--- config.mk ---
export PLATFORM = sky130hd
export DESIGN_NAME = mul_div_sequencer
export DESIGN_NICKNAME = d
export VERILOG_FILES = /design/src/rtl/mdu_pkg.sv /design/src/rtl/mdu_iter_datapath.sv /design/src/rtl/mul_div_sequencer.sv
export SDC_FILE = /design/constraint.sdc
export NUM_CORES = 1
export LEC_CHECK = 0
export CAP_MARGIN = 30
export CORE_UTILIZATION = 45
export DETAILED_ROUTE_END_ITERATION = 10
export SLEW_MARGIN = 20
export SYNTH_ARGS = -nofsm -noshare
export SYNTH_HDL_FRONTEND = slang
export SYNTH_SLANG_ARGS = --single-unit
export TNS_END_PERCENT = 1
--- constraint.sdc ---
create_clock -name clk -period 15.4 [get_ports clk]
set_clock_uncertainty 0.05 [all_clocks]
set_input_delay 3.08 -clock clk [delete_from_list [all_inputs] [get_ports clk]]
set_output_delay 3.08 -clock clk [all_outputs]
set_load 0.005 [all_outputs]
--- src/rtl/mdu_pkg.sv ---
// Shared definitions for the RV32M multiply/divide sequencer.
package mdu_pkg;

  localparam int XLEN  = 32;
  localparam int CNT_W = $clog2(XLEN);

  localparam logic [2:0] F3_MUL    = 3'b000;
  localparam logic [2:0] F3_MULH   = 3'b001;
  localparam logic [2:0] F3_MULHSU = 3'b010;
  localparam logic [2:0] F3_MULHU  = 3'b011;
  localparam logic [2:0] F3_DIV    = 3'b100;
  localparam logic [2:0] F3_DIVU   = 3'b101;
  localparam logic [2:0] F3_REM    = 3'b110;
  localparam logic [2:0] F3_REMU   = 3'b111;

  typedef enum logic [1:0] {
    IDLE = 2'd0,
    BUSY = 2'd1,
    DONE = 2'd2
  } state_t;

  // funct3[2] splits the M-extension into multiply and divide halves
  function automatic logic is_div_op(input logic [2:0] f3);
    return f3[2];
  endfunction

endpackage

--- src/rtl/mdu_iter_datapath.sv ---
// Radix-2 multiply/divide datapath: operand latch, one iteration step per
// enable, and sign fix-up of the final value.
module mdu_iter_datapath
  import mdu_pkg::*;
(
  input  logic            clk,
  input  logic            rst,
  input  logic            load,
  input  logic            step,
  input  logic [2:0]      funct3,
  input  logic [XLEN-1:0] src_a,
  input  logic [XLEN-1:0] src_b,
  output logic            fast_path,
  output logic [XLEN-1:0] fast_result,
  output logic [XLEN-1:0] final_result
);

  logic [2:0]        op_q;
  logic [XLEN-1:0]   opnd_q;
  logic [2*XLEN-1:0] acc_q;
  logic              neg_q;
  logic              sign_a_q;

  logic              sign_a_in;
  logic              sign_b_in;
  logic [XLEN-1:0]   mag_a;
  logic [XLEN-1:0]   mag_b;

  logic [XLEN:0]     mul_sum;
  logic [2*XLEN-1:0] mul_next;
  logic [XLEN:0]     rem_sh;
  logic              div_ge;
  logic [XLEN-1:0]   div_sub;
  logic [2*XLEN-1:0] div_next;
  logic [2*XLEN-1:0] acc_next;

  logic [2*XLEN-1:0] prod_fix;
  logic [XLEN-1:0]   quo_fix;
  logic [XLEN-1:0]   rem_fix;

  logic              div_by_zero;
  logic              div_ovf;

  // Operand signs and magnitudes; MULHSU keeps rs2 unsigned, *U ops keep both unsigned
  always_comb begin
    sign_a_in = src_a[XLEN-1] & (funct3 != F3_MULHU) & (funct3 != F3_DIVU) & (funct3 != F3_REMU);
    sign_b_in = src_b[XLEN-1] & ((funct3 == F3_MUL) | (funct3 == F3_MULH) |
                                 (funct3 == F3_DIV) | (funct3 == F3_REM));
    mag_a     = sign_a_in ? -src_a : src_a;
    mag_b     = sign_b_in ? -src_b : src_b;
  end

  // Divide-by-zero and signed overflow resolve without iterating
  always_comb begin
    div_by_zero = (src_b == '0);
    div_ovf     = ((funct3 == F3_DIV) | (funct3 == F3_REM)) &
                  (src_a == {1'b1, {(XLEN-1){1'b0}}}) & (src_b == '1);
    fast_path   = is_div_op(funct3) & (div_by_zero | div_ovf);
    if (div_by_zero)
      fast_result = funct3[1] ? src_a : '1;
    else
      fast_result = funct3[1] ? '0 : {1'b1, {(XLEN-1){1'b0}}};
  end

  // One iteration: shift-add for multiply, restoring shift-subtract for divide
  always_comb begin
    mul_sum  = {1'b0, acc_q[2*XLEN-1:XLEN]} + (acc_q[0] ? {1'b0, opnd_q} : '0);
    mul_next = {mul_sum, acc_q[XLEN-1:1]};
    rem_sh   = {acc_q[2*XLEN-1:XLEN], acc_q[XLEN-1]};
    div_ge   = (rem_sh >= {1'b0, opnd_q});
    div_sub  = rem_sh[XLEN-1:0] - opnd_q;
    if (div_ge)
      div_next = {div_sub, acc_q[XLEN-2:0], 1'b1};
    else
      div_next = {rem_sh[XLEN-1:0], acc_q[XLEN-2:0], 1'b0};
    acc_next = op_q[2] ? div_next : mul_next;
  end

  // Fix-up applies to the post-step value so the result is ready on the last step
  always_comb begin
    prod_fix = neg_q    ? -acc_next : acc_next;
    quo_fix  = neg_q    ? -acc_next[XLEN-1:0] : acc_next[XLEN-1:0];
    rem_fix  = sign_a_q ? -acc_next[2*XLEN-1:XLEN] : acc_next[2*XLEN-1:XLEN];
    case (op_q)
      F3_MUL:                       final_result = prod_fix[XLEN-1:0];
      F3_MULH, F3_MULHSU, F3_MULHU: final_result = prod_fix[2*XLEN-1:XLEN];
      F3_DIV, F3_DIVU:              final_result = quo_fix;
      default:                      final_result = rem_fix;
    endcase
  end

  // Operand and accumulator registers
  always_ff @(posedge clk) begin
    if (rst) begin
      op_q     <= F3_MUL;
      opnd_q   <= '0;
      acc_q    <= '0;
      neg_q    <= 1'b0;
      sign_a_q <= 1'b0;
    end else if (load) begin
      op_q     <= funct3;
      neg_q    <= sign_a_in ^ sign_b_in;
      sign_a_q <= sign_a_in;
      if (is_div_op(funct3)) begin
        opnd_q <= mag_b;
        acc_q  <= {{XLEN{1'b0}}, mag_a};
      end else begin
        opnd_q <= mag_a;
        acc_q  <= {{XLEN{1'b0}}, mag_b};
      end
    end else if (step) begin
      acc_q <= acc_next;
    end
  end

endmodule

--- src/rtl/mul_div_sequencer.sv ---
// Execute-stage RV32M sequencer: holds the pipeline while the datapath
// iterates, then presents a registered result for one cycle.
//
//   state | meaning
//   IDLE  | waiting for Start; fast-path ops jump straight to DONE
//   BUSY  | one radix-2 step per cycle, Count counts down to 0
//   DONE  | Done pulse, Result valid, pipeline released
module mul_div_sequencer
  import mdu_pkg::*;
(
  input  logic            clk,
  input  logic            rst,
  input  logic            Start,
  input  logic [2:0]      Funct3,
  input  logic [XLEN-1:0] SrcA,
  input  logic [XLEN-1:0] SrcB,
  input  logic            Flush,
  output logic            StallE,
  output logic            Done,
  output logic [XLEN-1:0] Result
);

  state_t           state_q;
  state_t           state_d;
  logic [CNT_W-1:0] count_q;
  logic [XLEN-1:0]  result_q;

  logic             load;
  logic             step;
  logic             load_fast;
  logic             load_final;
  logic             fast_path;
  logic [XLEN-1:0]  fast_result;
  logic [XLEN-1:0]  final_result;

  mdu_iter_datapath u_datapath (
    .clk          (clk),
    .rst          (rst),
    .load         (load),
    .step         (step),
    .funct3       (Funct3),
    .src_a        (SrcA),
    .src_b        (SrcB),
    .fast_path    (fast_path),
    .fast_result  (fast_result),
    .final_result (final_result)
  );

  // Next-state and datapath enables; Flush overrides everything
  always_comb begin
    state_d    = state_q;
    load       = 1'b0;
    step       = 1'b0;
    load_fast  = 1'b0;
    load_final = 1'b0;
    case (state_q)
      IDLE: begin
        if (Start) begin
          load = 1'b1;
          if (fast_path) begin
            state_d   = DONE;
            load_fast = 1'b1;
          end else begin
            state_d = BUSY;
          end
        end
      end
      BUSY: begin
        step = 1'b1;
        if (count_q == '0) begin
          state_d    = DONE;
          load_final = 1'b1;
        end
      end
      DONE:    state_d = IDLE;
      default: state_d = IDLE;
    endcase
    if (Flush) begin
      state_d    = IDLE;
      load       = 1'b0;
      step       = 1'b0;
      load_fast  = 1'b0;
      load_final = 1'b0;
    end
  end

  // State, iteration counter and result registers
  always_ff @(posedge clk) begin
    if (rst) begin
      state_q  <= IDLE;
      count_q  <= '0;
      result_q <= '0;
    end else begin
      state_q <= state_d;
      if (load)
        count_q <= CNT_W'(XLEN - 1);
      else if (step)
        count_q <= count_q - 1'b1;
      if (load_fast)
        result_q <= fast_result;
      else if (load_final)
        result_q <= final_result;
    end
  end

  // Stall covers the accept cycle and the whole BUSY run, released in DONE
  always_comb begin
    StallE = ~rst & (((state_q == IDLE) & Start & ~Flush) | (state_q == BUSY));
    Done   = ~rst & ~Flush & (state_q == DONE);
    Result = result_q;
  end

endmodule

# Word-level counts from Yosys, hierarchy flattened
# Cells that the tools add are included.
# classes
eq_ne	17
n_bitwise	21
magnitude_cmp	1
mul	0
add_sub_neg	8
reduce_logical	11
shifts	0
div_mod_pow	0
muxes	36
# ops
cell	count
$mux 32	12
$mux 64	5
$neg 32->32	4
$pmux 32 s3	1
$eq 32x32->1 const B	2
$neg 64->64	1
$add 32x33->33	1
$ge 33x32->1	1
$logic_not 32->1	1
$sub 32x32->32	1
$and 1x1->1	12
$eq 3x3->1 const B	4
$mux 1	12
$mux 5	2
$eq 3x1->1 const B	2
$eq 3x2->1 const B	2
$logic_not 3->1	2
$mux 2	3
$ne 3x3->1 const B	2
$or 1x1->1	6
$logic_not 5->1	1
$sub 5x1->5 const B	1
$ne 2x2->1 const B	2
$pmux 2 s2	1
other kinds (10)	13
# word_totals
register_bits	140
latch_bits	0
mem_bits_rw	0
romBits	0
n_memories	0

# Longest topological paths before layout
# depth
word_depth	11
ltp_mapped	23
depth_no_buf	21

# Modules after synthesis
# A second synthesis with hierarchy kept.
# unflattened
hier_cells	2322
hier_area_um2	16413.2
# modules_own_cells
module	seq_area_each_um2	area_per_inst_um2	n_inst	cells_each
mdu_iter_datapath	2021.9	14590.2	1	2135
mul_div_sequencer	780.7	1823.0	1	187

# Worst setup path before layout
# OpenSTA, ideal clock, no wires.
# synth_timing
path_type	input to output
from	in Flush
to	out StallE
t_arrival_ns	4.050
path_slack_ns	8.220
stages	5
required_time_ns	12.270
n_path_buf	2
path_cell_list	nor2_1 nand3b_1 clkbuf_1 clkbuf_1 a21oi_1
# synth_via
elab_chain_len	4
# synth_lines
item	line	source
from (decl)	mul_div_sequencer.sv:17	input logic Flush,
$not 1->1	mul_div_sequencer.sv:108	StallE = ~rst & (((state_q == IDLE) & Start & ~Flush) | (state_q == BUSY));
$and 1x1->1	mul_div_sequencer.sv:108	
$or 1x1->1	mul_div_sequencer.sv:108	
$and 1x1->1	mul_div_sequencer.sv:108	
to (decl)	mul_div_sequencer.sv:18	output logic StallE,
# Every way passes these cells.

# Final worst setup path
# Ends and elaborated chain as after synthesis.

==> impl_metrics.tcl <==
set metrics [dict create \
    worst_setup_path_start_kind "input port" \
    rsz0062_at_grt "false" \
    grt_usage 0.379 \
    dieArea_um2 35800 \
    synth.distinct_cells 98 \
    final_area_um2 17700 \
    fin_cells 2779 \
    dp_hpwl_mm 53.5 \
    async_reset_ff_frac 0 \
    hold_viol 0 \
    routed_via_density 6.57 \
    core-area_um2 34500 \
    path_clk_slew_ns 0.06 \
    final_util 0.511 \
    criticalPathCategory "input port to output pin" \
    setup_viol 0 \
    drive_gt1_frac 0.0572 \
    route.detailed.drc 0 \
    fin_crit_sh 0.506 \
    ios 105 \
    hold_class "flip-flop to flip-flop" \
    grt_pass1_vias 16400 \
    numCtsBuffers 17 \
    clock_sinks 140 \
    ctsHtreeMaxLevel 4 \
    clockBufferDepth 2 \
    wl_mm 68.8 \
    totalPowerFinal_mw 1.34 \
    gr-total-overflow 0 \
    clk_latency_ns 0.45 \
    post-cts-setup-buffer-count 0 \
    hold_buffers 0 \
    wl_per_cell_um 24.8 \
    synth_edf_count 0 \
    place_inst 2744 \
    grt_start_max_net_pins 88 \
    fp.dieH_um 189 \
    ys_ff_latch 140 \
    synth_top_flop_cell "dfxtp_1" \
    start_util 0.457 \
    place_area_um2 17000 \
    final_common_cell "nor2_1" \
    p_leak_nw 6.46 \
    cp.arrival_ns 4.66 \
    post_cts_resize_count 0 \
    max_freq_ghz 0.128 \
    ys_seq_area_frac 0.178 \
    fillers 3532 \
    synth.avg_cell_area_um2 6.85 \
    netlist_area_um2 15800 \
    crit_path_end_kind "output pin" \
    powerDensity_nw_per_um2 75.9 \
    whs_ns 0.405 \
    slew_viol_final 0 \
    grt_pass1_wl_mm 103 \
    final_cell_mix "271 x nor2_1, 253 x nand2_1, 233 x a21oi_1, 153 x o21ai_0, 139 x dfxtp_1" \
    maxCapViolCount 0 \
    io_buffers 104 \
    drt_iter0_markers 1961 \
    fin_setup_tns_ns 0 \
    yosysWarnings 0 \
    relSlewSlack 0.365 \
    worstMarginPinSlew_ns 0.947 \
    ant_nets 0 \
    setup_ws_ns 7.61 \
    min_period_ns 7.79 \
    area_growth_pct 11.9 \
    clockRootBuffer "clkbuf_16" \
    place_ws_ns 7.62 \
    syn_nets 2447 \
    rows 68 \
    finalNetCount 2455 \
    syn_inst 2303 \
    cts_tree "yes" \
    diodes 0 \
    routabilityCongestion 1.03 \
    vdd_ir_drop_max_mv 0.0785 \
    firstDrtPassIters 7 \
    crit_fanout 6 \
    num_vias 18300 \
    antenna_found_initial 2 \
    die_w_um 189 \
    status "complete, no violations" \
    critPathRequiredTime_ns 12.27 \
]
[worst max-delay path, cell delays in order]
cell             delay, ns
clkdlybuf4s50_1       0.45
nor2_1                0.32
nand3b_1              0.14
a21oi_1               0.14
clkdlybuf4s50_1       0.53
[synthesized netlist by cell type, drive strengths merged, types with 30 or more instances]
| library cell | count | share of area |
|---|---|---|
| a21oi | 239 | 0.078 |
| buf | 36 | 0.014 |
| a31oi | 31 | 0.013 |
| ha | 71 | 0.056 |
| nand4 | 30 | 0.013 |
| o21ai | 160 | 0.052 |
| dfxtp | 140 | 0.18 |
| inv | 83 | 0.020 |
| mux2i | 40 | 0.025 |
| a22oi | 34 | 0.016 |
| nor3 | 68 | 0.022 |
| nor4 | 34 | 0.015 |
| nand3 | 48 | 0.015 |
| clkbuf | 114 | 0.027 |
| nor2 | 272 | 0.065 |
| a211oi | 47 | 0.023 |
| nand2 | 256 | 0.062 |
| xnor2 | 108 | 0.060 |
| xor2 | 54 | 0.030 |
| o211ai | 93 | 0.045 |
[metal layers]
metal  vias up  global-route usage  wire length (um)
li1       8478                   -                 -
met4         4               0.235              4830
met3       199              0.0632              5170
met5         -                   0                26
met1      8674               0.482             28400
met2       910               0.595             30400
[area by class of cell]
class / count / area, um2 / area share
clock buffers: 18 / 429 / 0.0243
clock inverters: 14 / 159 / 0.00900
inverters: 84 / 315 / 0.0179
multi-input cells: 1929 / 12000 / 0.682
flip-flops and latches: 140 / 2810 / 0.159
well taps: 455 / 569 / 0.0323
repair buffers: 139 / 1340 / 0.0758
[kinds of logic (layout without fill, tap and decap cells)]
family                     Yosys count  after routing  share of synthesized area
AOI/OAI and AO/OA                  805            805                      0.333
xor gates and xnor gates           162            162                     0.0899
adders and majority gates           73             73                     0.0588
buffers and inverters              234            255                     0.0612
DFF                                140            140                      0.178
muxes                               43             43                     0.0275
and+or+nand+nor                    846            846                      0.252
[worst paths after layout]
| path | depth (start not counted) | to | startpoint | slack (ns) |
|---|---|---|---|---|
| max | 5 | StallE | Flush | 7.61 |
| min | 2 | u_datapath.opnd_q[10] | u_datapath.opnd_q[10] | 0.41 |
| max reg2reg | 23 | Result[22] | u_datapath.opnd_q[19] | 8.63 |
| min reg2reg | 2 | u_datapath.opnd_q[10] | u_datapath.opnd_q[10] | 0.41 |
[sequential cells by signal, summed over array words and instances, names as in the netlist]
register and count:
Result 32, count_q 5, state_q 2, u_datapath.acc_q 64
u_datapath.neg_q 1, u_datapath.op_q 3, u_datapath.opnd_q 32, u_datapath.sign_a_q 1
[power by group]
group	internal [mW]	switching, mW
Sequential	0.378	0.0207
Combinational	0.168	0.340
Clock	0.242	0.191
Note: power is estimated with default switching activity, not from simulation.
